**src/rtl/serial_compare_ctrl.sv**
```systemverilog
// Serial MSB-first magnitude comparator sequencing the one-bit g/e cascade cell.
// Replaces a WIDTH-deep combinational compare chain with a start/busy/done handshake.
module serial_compare_ctrl #(
    parameter int WIDTH      = 8,
    parameter bit EARLY_EXIT = 1'b1
) (
    input  logic                    clk,
    input  logic                    rst_n,
    input  logic                    start,
    input  logic [WIDTH-1:0]        a,
    input  logic [WIDTH-1:0]        b,
    output logic                    busy,
    output logic                    done,
    output logic                    a_lt_b,
    output logic                    a_eq_b,
    output logic                    a_gt_b,
    output logic [$clog2(WIDTH):0]  steps
);

    localparam int IW = $clog2(WIDTH);
    localparam int SW = IW + 1;

    typedef enum logic [1:0] {
        S_IDLE,
        S_RUN,
        S_DONE
    } state_t;

    state_t           state_q;
    logic [WIDTH-1:0] a_sh_q;
    logic [WIDTH-1:0] b_sh_q;
    logic [IW-1:0]    idx_q;
    logic [SW-1:0]    cnt_q;
    logic             e_q;
    logic             g_q;
    logic             l_q;
    logic             busy_q;
    logic             done_q;
    logic             lt_q;
    logic             eq_q;
    logic             gt_q;
    logic [SW-1:0]    steps_q;

    logic             ai;
    logic             bi;
    logic             g_d;
    logic             l_d;
    logic             e_d;
    logic [SW-1:0]    cnt_d;
    logic             last_step;

    // One cascade step: g tracks "B greater", l tracks "A greater", e stays set while bits match.
    // NOTE: every signal driven here gets a value on every path, so no latch is inferred.
    always_comb begin
        ai        = a_sh_q[idx_q];
        bi        = b_sh_q[idx_q];
        g_d       = g_q | (e_q & ~ai &  bi);
        l_d       = l_q | (e_q &  ai & ~bi);
        e_d       = e_q & ~(ai ^ bi);
        cnt_d     = cnt_q + SW'(1);
        last_step = (idx_q == '0) || (EARLY_EXIT && !e_d);
    end

    // NOTE: state uses non-blocking assignments so every register samples pre-edge values.
    // NOTE: operand shadows are reset too, so an index into them never reads X.
    always_ff @(posedge clk or negedge rst_n) begin
        if (!rst_n) begin
            state_q <= S_IDLE;
            a_sh_q  <= '0;
            b_sh_q  <= '0;
            idx_q   <= IW'(WIDTH - 1);
            cnt_q   <= '0;
            e_q     <= 1'b1;
            g_q     <= 1'b0;
            l_q     <= 1'b0;
            busy_q  <= 1'b0;
            done_q  <= 1'b0;
            lt_q    <= 1'b0;
            eq_q    <= 1'b0;
            gt_q    <= 1'b0;
            steps_q <= '0;
        end else begin
            case (state_q)
                S_IDLE: begin
                    done_q <= 1'b0;
                    if (start) begin
                        a_sh_q  <= a;
                        b_sh_q  <= b;
                        idx_q   <= IW'(WIDTH - 1);
                        cnt_q   <= '0;
                        e_q     <= 1'b1;
                        g_q     <= 1'b0;
                        l_q     <= 1'b0;
                        busy_q  <= 1'b1;
                        state_q <= S_RUN;
                    end
                end
                S_RUN: begin
                    g_q   <= g_d;
                    l_q   <= l_d;
                    e_q   <= e_d;
                    cnt_q <= cnt_d;
                    if (last_step) begin
                        lt_q    <= g_d;
                        gt_q    <= l_d;
                        eq_q    <= e_d;
                        steps_q <= cnt_d;
                        done_q  <= 1'b1;
                        state_q <= S_DONE;
                    end else begin
                        idx_q <= idx_q - IW'(1);
                    end
                end
                S_DONE: begin
                    done_q  <= 1'b0;
                    busy_q  <= 1'b0;
                    state_q <= S_IDLE;
                end
                default: begin
                    done_q  <= 1'b0;
                    busy_q  <= 1'b0;
                    state_q <= S_IDLE;
                end
            endcase
        end
    end

    assign busy   = busy_q;
    assign done   = done_q;
    assign a_lt_b = lt_q;
    assign a_eq_b = eq_q;
    assign a_gt_b = gt_q;
    assign steps  = steps_q;

endmodule

```
**config.mk**
```make
export PLATFORM = sky130hd
export DESIGN_NAME = serial_compare_ctrl
export DESIGN_NICKNAME = d
export VERILOG_FILES = /design/src/rtl/serial_compare_ctrl.sv
export SDC_FILE = /design/constraint.sdc
export NUM_CORES = 1
export LEC_CHECK = 0
export BUFFER_PORTS_ARGS = -buffer_cell sky130_fd_sc_hd__buf_4
export CORE_MARGIN = 1
export CORE_UTILIZATION = 49
export CTS_CLUSTER_DIAMETER = 40
export CTS_CLUSTER_SIZE = 8
export DETAILED_ROUTE_END_ITERATION = 8
export PLACE_DENSITY = 0.71
export REMOVE_ABC_BUFFERS = 1
export SYNTH_ARGS = -nofsm -noshare
export SYNTH_HDL_FRONTEND = slang
export SYNTH_SLANG_ARGS = --single-unit
```
**constraint.sdc**
```tcl
create_clock -name clk -period 4.3 [get_ports clk]
set_input_delay 0.86 -clock clk [delete_from_list [all_inputs] [get_ports clk]]
set_output_delay 0.86 -clock clk [all_outputs]
set_load 0.02 [all_outputs]
```
# Word-level counts from Yosys, hierarchy flattened

Cells that the tools add are included.

Add/sub/neg operators: 2
Multiply operators: 0
Divide/modulo/power cells: 0
Order comparisons: 1
Eq/ne operators: 4
Shift-type cells: 0
Muxes and demuxes: 20
Bitwise gates (word level): 12
Reductions and logical operators: 11

Operators by type and width:

| operator                                                   | count |
|---|---|
| AND reduction 2 bit                                        | 5 |
| one-hot mux 1 bit (2 select lines)                         | 4 |
| one-hot mux 4 bit (2 select lines)                         | 1 |
| binary-select mux 1 bit (select 3 bit)                     | 2 |
| 2-to-1 mux 1 bit                                           | 6 |
| 2-to-1 mux 3 bit                                           | 2 |
| != test 2 bit, second input constant                       | 3 |
| one-hot mux 3 bit (2 select lines)                         | 1 |
| bitwise AND 1 bit                                          | 5 |
| adder 4 x 1 -> 4 bit, second input constant                | 1 |
| less-than comparator 3 x 4 -> 1 bit, second input constant | 1 |
| 2-to-1 mux 2 bit                                           | 2 |
| 2-to-1 mux 4 bit                                           | 1 |
| inverter 1 bit                                             | 4 |
| one-hot mux 2 bit (2 select lines)                         | 1 |
| logical NOT 3 bit                                          | 1 |
| AND reduction 3 bit                                        | 1 |
| subtractor 3 x 1 -> 3 bit, second input constant           | 1 |
| equality test 2 x 1 -> 1 bit, second input constant        | 1 |
| logical NOT 2 bit                                          | 1 |
| OR 1 bit                                                   | 2 |
| nonzero test 2 bit                                         | 1 |
| logical NOT 1 bit                                          | 1 |
| logical OR 1 bit                                           | 1 |
| bitwise XOR 1 bit                                          | 1 |

Register bits after elaboration: 37
Latch bits: 0
Memory bits (writable): 0
ROM bits: 0
Input port bits: 19
Output and inout bits: 9
Word-level logic and storage cells: 64
Memories: 0

# Depth between registers and ports, before layout

Gate-level depths: netlist of the first run.

Depth in word-level cells: 9
Gate-level depth with buffers: 7
Depth with buffers taken out: 6

# Worst setup path before layout of the first run

OpenSTA, ideal clock, no wires.

Path type: reg2reg
From: register idx_q[0]
To: register steps_q[1] (netlist: steps[1])
Setup time: 0.125 ns
Arrival time: 2.234 ns
Data required time: 4.175 ns
Path slack: 1.941 ns
Cell stages (with the launch flop): 7
Path buffers: 1
Clock period less this slack: 2.359 ns
Cells stage by stage: dfstp_2 -> buf_6 -> mux4_2 -> mux2_2 -> xor2_2 -> a31oi_4 -> mux2_4

Longest elaborated chain between the ends: 8
Elaborated cells on any way between the ends: 11
Those cells by class: 4 x mux; 3 x bitwise; 4 x reduce/logical

Ends and longest elaborated chain:

| what                                                             | line   | text |
|---|---|---|
| from (decl)                                                      | 32     | `logic [IW-1:0] idx_q;` |
| from (signal assigned)                                           | 71     | `idx_q <= IW'(WIDTH - 1);` |
| from (signal assigned)                                           | 89     | `idx_q <= IW'(WIDTH - 1);` |
| from (signal assigned)                                           | 111    | `idx_q <= idx_q - IW'(1);` |
| binary-select mux 1 bit (select 3 bit), on equally long branches | 55, 56 |  |
| 2-to-1 mux 1 bit, on equally long branches                       | 55, 56 |  |
| bitwise XOR 1 bit                                                | 59     | `e_d = e_q & ~(ai ^ bi);` |
| inverter 1 bit                                                   | 59     |  |
| bitwise AND 1 bit                                                | 59     |  |
| logical NOT 1 bit                                                | 61     | `last_step = (idx_q == '0) \|\| (EARLY_EXIT && !e_d);` |
| logical OR 1 bit (*)                                             | 61     |  |
| AND reduction 2 bit (no source line) (*)                         | n/a    |  |
| to (signal assigned)                                             | 107    | `steps_q <= cnt_d;` |
| to (decl)                                                        | 42     | `logic [SW-1:0] steps_q;` |

Mark *: on every way between the ends. The rest lies on a longest branch, timed or not. The select of a mux whose other input is x is not followed.
A chain may end at the register's enable or synchronous reset.

# Worst setup path after layout of the first run

From: register idx_q[0]
To: register steps_q[2] (netlist: steps[2])

The elaborated chain is that of the path after synthesis.

==> summary.md, run 1 <==
| Metric | Value |
|---|---|
| DR iter-0 viols | `37` |
| Hold Buf Count CTS | `0` |
| Initial Utilization | `51.0%` |
| Worst vdd ir | `0.000363 V` |
| Setup-failing EPs final | `0` |
| Final nets | `179` |
| Gr usage total | `19.1%` |
| Clk root buf | `clkbuf_4` |
| Dpl cells | `196` |
| Worst Path Max Fanout | `7` |
| FP Rows | `21` |
| Register area share after synthesis | `54.7%` |
| Initial antenna violation count | `0` |
| Vias in the first global route | `1156` |
| Hpwl dp | `2140 um` |
| Hold slack | `0.443 ns` |
| Pwr Density | `735 mW/mm2` |
| Die outline area | `0.00371 mm2` |
| Placed instance area | `0.00195 mm2` |
| DR vias | `1054` |
| Crit-path max cell delay | `0.64 ns` |
| RSZ-0062 raised after global routing | `false` |
| Boundary pin count | `28` |
| CP delay by family, top | `multiplexers` |
| Syn Area/Cell | `13.5 um2` |
| Mapped cell area | `0.00170 mm2` |
| Global route total overflow | `0` |
| Post-synthesis instance total | `126` |
| Critical path class | `register to register` |
| Die width | `60.9 um` |
| Fin crit period | `2.45 ns` |
| YS warnings | `0` |
| Post_cts resized | `0` |
| Total Routed Length | `2820 um` |
| Wire per inst | `13.8 um` |
| Critical-path cell list | `mux4_2 > mux2_2 > xor2_2 > a31oi_4 > mux2_4` |
| Area grow syn2layout | `18.5%` |
| Largest net degree at the start of global routing | `38` |
| TritonCTS Buffers | `5` |
| Antenna cells | `0` |
| Worst-Margin Slew | `0.822 ns` |
| Port buffer count | `27` |
| Leakage power | `0.948 nW` |
| Critical Path End Type | `register` |
| CTS max path bufs | `2` |
| Drt pass-1 iters | `4` |
| DRC viols | `0` |
| Crit path max-delay cell type | `dfstp_2` |
| Core area | `0.00334 mm2` |
| Clk slew on worst S/H paths | `0.11 ns` |
| Max_cap viols | `0` |
| Endpoints failing hold | `0` |
| #FFs+latches synth | `37` |
| Crit start category | `register` |
| Cell area after layout | `0.00202 mm2` |
| Relative slew slack | `45.0%` |
| Slew Viols, Final | `0` |
| Setup_tns | `0 ns` |
| Antenna violation net count after detailed routing | `0` |
| # H-tree levels | `2` |
| Die H | `60.9 um` |
| Routability cong. | `0.804` |
| First-pass GRT wire length | `4960 um` |
| Ratio of cells with drive above 1 in the final layout | `43.0%` |
| Hold WC Path Type | `input pin to async pin` |
| TritonCTS clock tree | `yes` |
| Clk sinks | `37` |
| Clock Skew | `0.00850 ns` |
| Worst endpoint required time | `4.55 ns` |
| Ratio of final minimum period to clock period | `56.9%` |
| Yosys cell types | `30` |
| CP bufs+invs | `0` |
| R2R Setup Slk | `1.85 ns` |
| Skew-Pair Late Insertion Delay | `0.35 ns` |
| Fmax | `409 MHz` |
| CP arrival | `2.69 ns` |
| Via/cell ratio | `5.17` |
| Fin cells | `204` |
| Status | `complete, no violations` |
| Post-CTS Setup Inserts | `0` |
final timing paths:
check                                startpoint              endpoint  cells past startpoint
min in group clk             a_eq_b$_DFFE_PN0P_    a_eq_b$_DFFE_PN0P_                      2
hold / removal                            rst_n  cnt_q[2]$_DFFE_PN0P_                      1
hold reg to reg              a_eq_b$_DFFE_PN0P_    a_eq_b$_DFFE_PN0P_                      2
setup reg to reg           idx_q[0]$_DFFE_PN1P_  steps[2]$_DFFE_PN0P_                      5
setup / recovery           idx_q[0]$_DFFE_PN1P_  steps[2]$_DFFE_PN0P_                      5
max in group asynchronous                 rst_n  idx_q[0]$_DFFE_PN1P_                      1
cell usage after synthesis:
master / n / area share (%)
ha_1: 3 / 2.2
a31oi_4: 1 / 1.2
a31oi_1: 1 / 0.37
mux4_2: 4 / 5.3
mux2_4: 3 / 2.6
and3_1: 1 / 0.37
nand2_1: 3 / 0.66
dfrtp_1: 33 / 49
buf_6: 1 / 0.66
mux2i_1: 5 / 2.9
nand3_1: 4 / 1.2
mux2_2: 18 / 12
nor2b_1: 1 / 0.37
a311o_1: 1 / 0.59
o21a_1: 2 / 0.88
xor2_2: 1 / 0.96
a21oi_1: 4 / 1.2
o22ai_1: 1 / 0.37
a21o_1: 2 / 0.88
inv_1: 7 / 1.5
nor3_1: 2 / 0.59
nand2b_1: 1 / 0.37
xnor2_1: 2 / 1.0
clkbuf_1: 3 / 0.66
xor2_1: 1 / 0.51
a22o_1: 3 / 1.5
dfstp_2: 4 / 6.2
mux2i_4: 1 / 1.3
o21ai_0: 2 / 0.59
nor2_1: 11 / 2.4
metal layers:
layer / up-vias / track usage, % / routed length, um
li1: 510 / - / -
met3: 7 / 4.48 / 108
met1: 515 / 21.4 / 1140
met2: 22 / 33.3 / 1500
met4: 0 / 11.0 / 71
met5: - / 0 / 0
cell type report:
type / instances / area [um2]
Tap cell: 46 / 57.6
Sequential cell: 37 / 931
Fill cell: 285 / 1320
Clock buffer: 7 / 65.1
Multi-Input combinational cell: 78 / 722
Timing Repair Buffer: 28 / 210
Clock inverter: 1 / 5.00
Inverter: 7 / 26.3
flip-flops by register name, summed over array words and instances, names as in the netlist:
signal,cells
done,1
idx_q,3
a_lt_b,1
state_q,2
busy,1
e_q,1
g_q,1
a_eq_b,1
l_q,1
a_sh_q,8
cnt_q,4
b_sh_q,8
steps,4
a_gt_b,1
cells by family after synthesis:
logic type	after synthesis	synth area share (%)
AO/OA/AOI/OAI	17	7.65
AND/OR/NAND/NOR	23	5.96
multiplexers	31	24.1
flip-flops	37	54.7
buffers and inverters	11	2.87
XOR/XNOR	4	2.50
adder cells (fa/ha/maj)	3	2.21
cell usage in the layout (no fill, tap or decap), types with 3 or more instances in the layout:
cell type   n
mux4_2      4
dfstp_2     4
nand2_1     3
a22o_1      3
inv_1       7
mux2_4      3
clkbuf_4    5
nor2_1     11
buf_4      28
ha_1        3
dfrtp_1    33
nand3_1     4
mux2i_1     5
mux2_2     18
a21oi_1     4
worst reg2reg max path: cells and delay by family (launching register included):
| kind | cells | cell delay [ns] |
|---|---|---|
| muxes | 3 | 1.17 |
| xor gates and xnor gates | 1 | 0.20 |
| AOI/OAI and AO/OA | 1 | 0.34 |
| DFF | 1 | 0.64 |
stage by stage:
stage,total power (W),setup slack (ns),util [%]
global route,0.00160,1.74,60.4
detailed placement,0.00129,1.79,58.3
global placement,0.00126,1.84,58.3
CTS,0.00150,1.84,60.4
finish,0.00148,1.85,60.4
floorplan,0.00111,1.95,-
power breakdown:
part           internal [W]  switching, W
combinational      0.000345      0.000312
sequential         0.000506      0.000112
clock             0.0000947      0.000114
total              0.000945      0.000537
No activity file was read; power rests on OpenSTA's default activity.
==> inputs of run 2 (changes only) <==
- clock period: 4.3 -> 2.3 ns (I/O delays scaled with it)
==> run 2 against run 1 <==
Register-to-register slack worse by 1.8 ns; power up 100%; final cell count up 3.4%; largest power group unchanged; non-clock buffer count up 7; critical endpoint unchanged; sequential power up 86%; via count up 3.6%; highest routed layer unchanged; setup slack worse by 1.8 ns; sequential share of layout area down 1.8 points; routed wire length up 6.8%; fmax up 8.1%; flip-flop and latch count unchanged; global-route usage up 0.55 points.
==> summary.md, run 2 (synthesis gave the netlist of run 1 again) <==
| Metric | Value |
|---|---|
| Status | `complete, no violations` |
| DRC viols | `0 (unchanged)` |
| Fmax | `442 MHz (+8.1%)` |
| R2R cell count | `5 (unchanged)` |
| # H-tree levels | `2 (unchanged)` |
| Antenna cells | `0 (unchanged)` |
| Regs by FF count | `a_sh_q x8, b_sh_q x8` |
| Hpwl dp | `2300 um (+7.7%)` |
| Relative slew slack | `66.7% (+22 points)` |
| Final Core Density | `62.9% (+2.4 points)` |
| Initial Utilization | `51.0% (unchanged)` |
| Cell area after layout | `0.00210 mm2 (+4.0%)` |
| R2R Setup Slk | `0.04 ns (-1.82 ns)` |
| Antenna violation net count after detailed routing | `0 (unchanged)` |
| Setup-failing EPs final | `0 (unchanged)` |
| Worst vdd ir | `0.000609 V (+68%)` |
| DR vias | `1092 (+3.6%)` |
| Clk sinks | `37 (unchanged)` |
| RSZ-0062 raised after global routing | `true` |
| Critical Path End Type | `register` |
| RR Startpoint | `idx_q[0]$_DFFE_PN1P_` |
| FP Rows | `21 (unchanged)` |
| Port buffer count | `27 (unchanged)` |
| Die H | `60.9 um (unchanged)` |
| Endpoints failing hold | `0 (unchanged)` |
| DR iter-0 viols | `37 (unchanged)` |
| Wire per inst | `14.3 um (+3.3%)` |
| Hold WC Path Type | `input pin to async pin` |
| First-pass GRT wire length | `4980 um (+0.40%)` |
| Die outline area | `0.00371 mm2 (unchanged)` |
| Vias in the first global route | `1138 (-1.6%)` |
| Core area | `0.00334 mm2 (unchanged)` |
| Routability cong. | `0.744 (-7.5%)` |
| Final nets | `186 (+3.9%)` |
| Global route total overflow | `0 (unchanged)` |
| Ratio of final minimum period to clock period | `98.3% (+41 points)` |
| Slew Viols, Final | `0 (unchanged)` |
| Reg2reg end | `steps[2]$_DFFE_PN0P_` |
| TritonCTS clock tree | `yes` |
| Pwr Density | `1450 mW/mm2 (+97%)` |
| Worst-Margin Slew | `0.495 ns (-0.327 ns)` |
| Boundary pin count | `28 (unchanged)` |
| TritonCTS Buffers | `5 (unchanged)` |
| Ratio of cells with drive above 1 in the final layout | `45.5% (+2.4 points)` |
| Area grow syn2layout | `23.3%` |
| Critical path class | `register to register` |
| Worst endpoint required time | `2.54 ns (-2.01 ns)` |
| Clk root buf | `clkbuf_4` |
| Fin crit period | `2.26 ns (-0.184 ns)` |
| Largest net degree at the start of global routing | `38 (unchanged)` |
| CTS max path bufs | `2 (unchanged)` |
| Placed instance area | `0.00200 mm2 (+2.7%)` |
| Crit start category | `register` |
| CP arrival | `2.50 ns (-0.19 ns)` |
| Initial antenna violation count | `0 (unchanged)` |
| Total power | `0.00304 W (+100%)` |
| Post-Place Setup Slack | `0.0141 ns (-1.78 ns)` |
| Skew-Pair Late Insertion Delay | `0.35 ns (about the same)` |
| Post-CTS Setup Inserts | `0 (unchanged)` |
| Via/cell ratio | `5.18 (+0.17%)` |
| Clk slew on worst S/H paths | `0.10 ns (about the same)` |
| Worst Path Max Fanout | `5 (-2)` |
| Most frequent cells in the layout | `dfrtp_1, buf_4, mux2_2` |
| Drt pass-1 iters | `4 (unchanged)` |
| Clock Skew | `0.00945 ns (+0.000946 ns)` |
| Gr usage total | `19.6% (+0.55 points)` |
| Leakage power | `0.994 nW (+4.9%)` |
| Total Routed Length | `3010 um (+6.8%)` |
| Fin worst setup slack | `0.0386 ns (-1.82 ns)` |
| Max_cap viols | `0 (unchanged)` |
| Die width | `60.9 um (unchanged)` |
| Hold slack | `0.0550 ns (-0.388 ns)` |
| Hold Buf Count CTS | `0 (unchanged)` |
## run 2: cell types whose count changed in the layout (fill, tap and decap cells not counted), sizes merged
cell and delta:
buf +7, bufinv +1, clkinv -1
## run 2: area by class of cell
cell class                      count  area, um2
Sequential cell                    37        931
Multi-Input combinational cell     78        728
Clock inverter                      1       30.0
Timing Repair Buffer               35        270
Clock buffer                        7       55.1
Tap cell                           46       57.6
Fill cell                         273       1240
Inverter                            7       26.3
## run 2: worst max path at each step
stage                         startpoint              endpoint  slack [ns]
global placement    idx_q[0]$_DFFE_PN1P_  steps[3]$_DFFE_PN0P_        0.07
detailed placement  idx_q[0]$_DFFE_PN1P_  steps[2]$_DFFE_PN0P_        0.01
global route        idx_q[0]$_DFFE_PN1P_  steps[3]$_DFFE_PN0P_       -0.03
CTS                 idx_q[0]$_DFFE_PN1P_  steps[2]$_DFFE_PN0P_        0.01
finish              idx_q[0]$_DFFE_PN1P_  steps[2]$_DFFE_PN0P_        0.04
floorplan           idx_q[0]$_DFFE_PN1P_  steps[1]$_DFFE_PN0P_       -0.05
## run 2: power breakdown
group | switching (W) | total, W | leakage [nW] | internal [W]
Combinational | 0.000631 | 0.00142 | 0.498 | 0.000785
Clock | 0.000211 | 0.000471 | 0.0455 | 0.000260
Sequential | 0.000206 | 0.00115 | 0.451 | 0.000945
## run 2: per-layer routing
layer	GRT usage, %	vias up	share of wire, %
met4	9.42	0	1.6
met3	6.40	5	3.8
li1	-	525	-
met2	36.4	22	55
met1	19.7	540	40
met5	0	-	0
## run 2: through the flow
| stage | std cells | TNS (ns) |
|---|---|---|
| 6_report | 211 | 0 |
| 5_1_grt | 211 | -0.142 |
| 4_1_cts | 211 | 0 |
| 3_5_place_dp | 203 | 0 |
| 3_3_place_gp | 203 | 0 |
| 2_1_floorplan | 122 | -0.153 |
## run 2: what timing repair did
action,CTS,global route
cloned,0,0
endpoints found under the setup margin,2,8
pin swaps,1,0
resized for setup,0,4
## run 2: worst max-delay path, cell delays in order, from the launching register on
cell     delay [ns]
dfstp_2        0.59
mux4_2         0.50
mux2_4         0.31
xor2_2         0.17
a31oi_4        0.27
mux2_4         0.33
==> inputs of run 3 (changes only) <==
- CORE_UTILIZATION: 49 -> 55
- PLACE_DENSITY: 0.71 -> 0.78
==> run 3 against run 2 <==
Core utilization increased by 8.7 points; cell area decreased by 2.7%; die area decreased by 11%; first-iteration DRC count decreased by 14%; largest cell class unchanged; clock skew grew 0.0085 ns; fmax decreased by 1.6%; routed wire length up 1.9%.
==> summary.md, run 3 (synthesis gave the netlist of run 1 again) <==
| Metric | Value |
|---|---|
| Vias in the first global route | `1136 (-0.18%)` |
| Die outline area | `0.00332 mm2 (-11%)` |
| Clk root buf | `clkbuf_4` |
| Met3 routed WL | `108 um (-5.3%)` |
| # H-tree levels | `2 (unchanged)` |
| Fmax | `435 MHz (-1.6%)` |
| Hpwl dp | `2220 um (-3.4%)` |
| Endpoints failing hold | `0 (unchanged)` |
| Via/cell ratio | `5.56 (+7.4%)` |
| Hold WC Path Type | `input pin to async pin` |
| DR vias | `1084 (-0.73%)` |
| Critical path class | `register to register` |
| Total Routed Length | `3070 um (+1.9%)` |
| DRC viols | `0 (unchanged)` |
| Global route total overflow | `0 (unchanged)` |
| Initial antenna violation count | `0 (unchanged)` |
| CP arrival | `2.55 ns (+0.05 ns)` |
| Antenna violation net count after detailed routing | `0 (unchanged)` |
| Commonest non-fill, non-tap cell in the layout | `dfrtp_1` |
| Total power | `0.00292 W (-3.9%)` |
| Clk slew on worst S/H paths | `0.12 ns (+0.02 ns)` |
| Regs by FF count | `a_sh_q x8, b_sh_q x8` |
| FP Rows | `19 (-9.5%)` |
| Crit start category | `register` |
| Placed instance area | `0.00197 mm2 (-1.7%)` |
| Ratio of cells with drive above 1 in the final layout | `45.1% (-0.33 points)` |
| Hold Buf Count CTS | `0 (unchanged)` |
| Relative slew slack | `61.9% (-4.8 points)` |
| CTS max path bufs | `2 (unchanged)` |
| Fin crit period | `2.30 ns (+0.0375 ns)` |
| Final nets | `185 (-0.54%)` |
| Worst Path Max Fanout | `5 (unchanged)` |
| Max_cap viols | `0 (unchanged)` |
| Drt pass-1 iters | `4 (unchanged)` |
| Area grow syn2layout | `19.9%` |
| Worst-Margin Slew | `0.571 ns (+0.0758 ns)` |
| TritonCTS Buffers | `5 (unchanged)` |
| Highest Signal Layer | `met4` |
| Initial Utilization | `59.6% (+8.7 points)` |
| Worst endpoint required time | `2.55 ns (about the same)` |
| Pwr Density | `1430 mW/mm2 (-1.2%)` |
| Clock Skew | `0.0180 ns (+0.00851 ns)` |
| Hold slack | `0.0552 ns (+0.000215 ns)` |
| Fillers | `216 (-21%)` |
| Status | `complete, no violations` |
| Slew Viols, Final | `0 (unchanged)` |
| DR iter-0 viols | `32 (-14%)` |
| Boundary pin count | `28 (unchanged)` |
| Clk sinks | `37 (unchanged)` |
| Die H | `57.6 um (-5.4%)` |
| Critical Path End Type | `register` |
| Worst vdd ir | `0.000686 V (+13%)` |
| Wire per inst | `15.7 um (+10%)` |
| Setup-failing EPs final | `0 (unchanged)` |
| Port buffer count | `27 (unchanged)` |
| Skew-Pair Late Insertion Delay | `0.34 ns (about the same)` |
| Routed wl met2 | `1710 um (+4.3%)` |
| RSZ-0062 raised after global routing | `true` |
| Ratio of final minimum period to clock period | `100% (+1.6 points)` |
| Die width | `57.6 um (-5.4%)` |
| TritonCTS clock tree | `yes` |
| First-pass GRT wire length | `5180 um (+3.9%)` |
| Leakage power | `0.974 nW (-2.0%)` |
| Met1 Wirelength | `1180 um (-2.0%)` |
| Cell area after layout | `0.00204 mm2 (-2.7%)` |
| Most frequent cells in the layout | `dfrtp_1, buf_4, mux2_2` |
| Largest net degree at the start of global routing | `38 (unchanged)` |
| Gr usage total | `21.4% (+1.8 points)` |
| Routability cong. | `0.799 (+7.4%)` |
| Antenna cells | `0 (unchanged)` |
| Core area | `0.00285 mm2 (-15%)` |
==> run 3: cell type report <==
| type | count | area, um2 | share of cell area, % |
|---|---|---|---|
| Inverter | 7 | 26.3 | 1.29 |
| Sequential cell | 37 | 931 | 45.6 |
| Timing Repair Buffer | 34 | 263 | 12.9 |
| Tap cell | 31 | 38.8 | 1.90 |
| Multi-Input combinational cell | 78 | 732 | 35.9 |
| Clock buffer | 7 | 45.0 | 2.21 |
| Clock inverter | 1 | 5.00 | 0.245 |
==> run 3: metrics by stage <==
stage	util, %	std cells	worst slack (ns)	setup TNS (ns)
floorplan	-	122	-0.0511	-0.153
global placement	68.9	186	0.0645	0
detailed placement	68.9	186	-0.0111	-0.0111
CTS	70.8	194	0.00681	0
global route	71.5	195	-0.0993	-0.316
finish	71.5	195	0.00110	0
==> run 3: path summary, 6_finish.rpt <==
| check | startpoint | endpoint | slack [ns] | cells past startpoint |
|---|---|---|---|---|
| min reg2reg | busy$_DFFE_PN0P_ | busy$_DFFE_PN0P_ | 0.50 | 1 |
| max in group asynchronous | rst_n | idx_q[0]$_DFFE_PN1P_ | 1.88 | 1 |
| min in group clk | a[5] | a_sh_q[5]$_DFFE_PN0P_ | 0.35 | 2 |
| max | idx_q[0]$_DFFE_PN1P_ | a_lt_b$_DFFE_PN0P_ | 0.001 | 6 |
| max reg2reg | idx_q[0]$_DFFE_PN1P_ | a_lt_b$_DFFE_PN0P_ | 0.001 | 6 |
| min | rst_n | steps[0]$_DFFE_PN0P_ | 0.06 | 1 |
==> run 3: power breakdown <==
group	switching, W	total, W	internal, W
clock	0.000204	0.000324	0.000119
combinational	0.000649	0.00144	0.000791
sequential	0.000211	0.00116	0.000946
==> run 3: critical path: stages, from the launching register on <==
cell	delay [ns]
dfstp_2	0.59
mux4_2	0.51
mux2_4	0.30
xor2_2	0.17
a31oi_4	0.29
buf_6	0.16
mux2i_2	0.21
==> run 3: metal layers <==
| metal | GRT usage (%) | up-vias |
|---|---|---|
| met5 | 0 | - |
| met4 | 11.1 | 0 |
| met3 | 4.91 | 7 |
| met2 | 37.9 | 27 |
| met1 | 24.2 | 529 |
| li1 | - | 521 |
==> run 3: repair_timing <==
item	in CTS	in global routing
setup endpoints to repair	5	7
buffers inserted	0	1
gates resized for setup	1	4
pin swaps	1	1
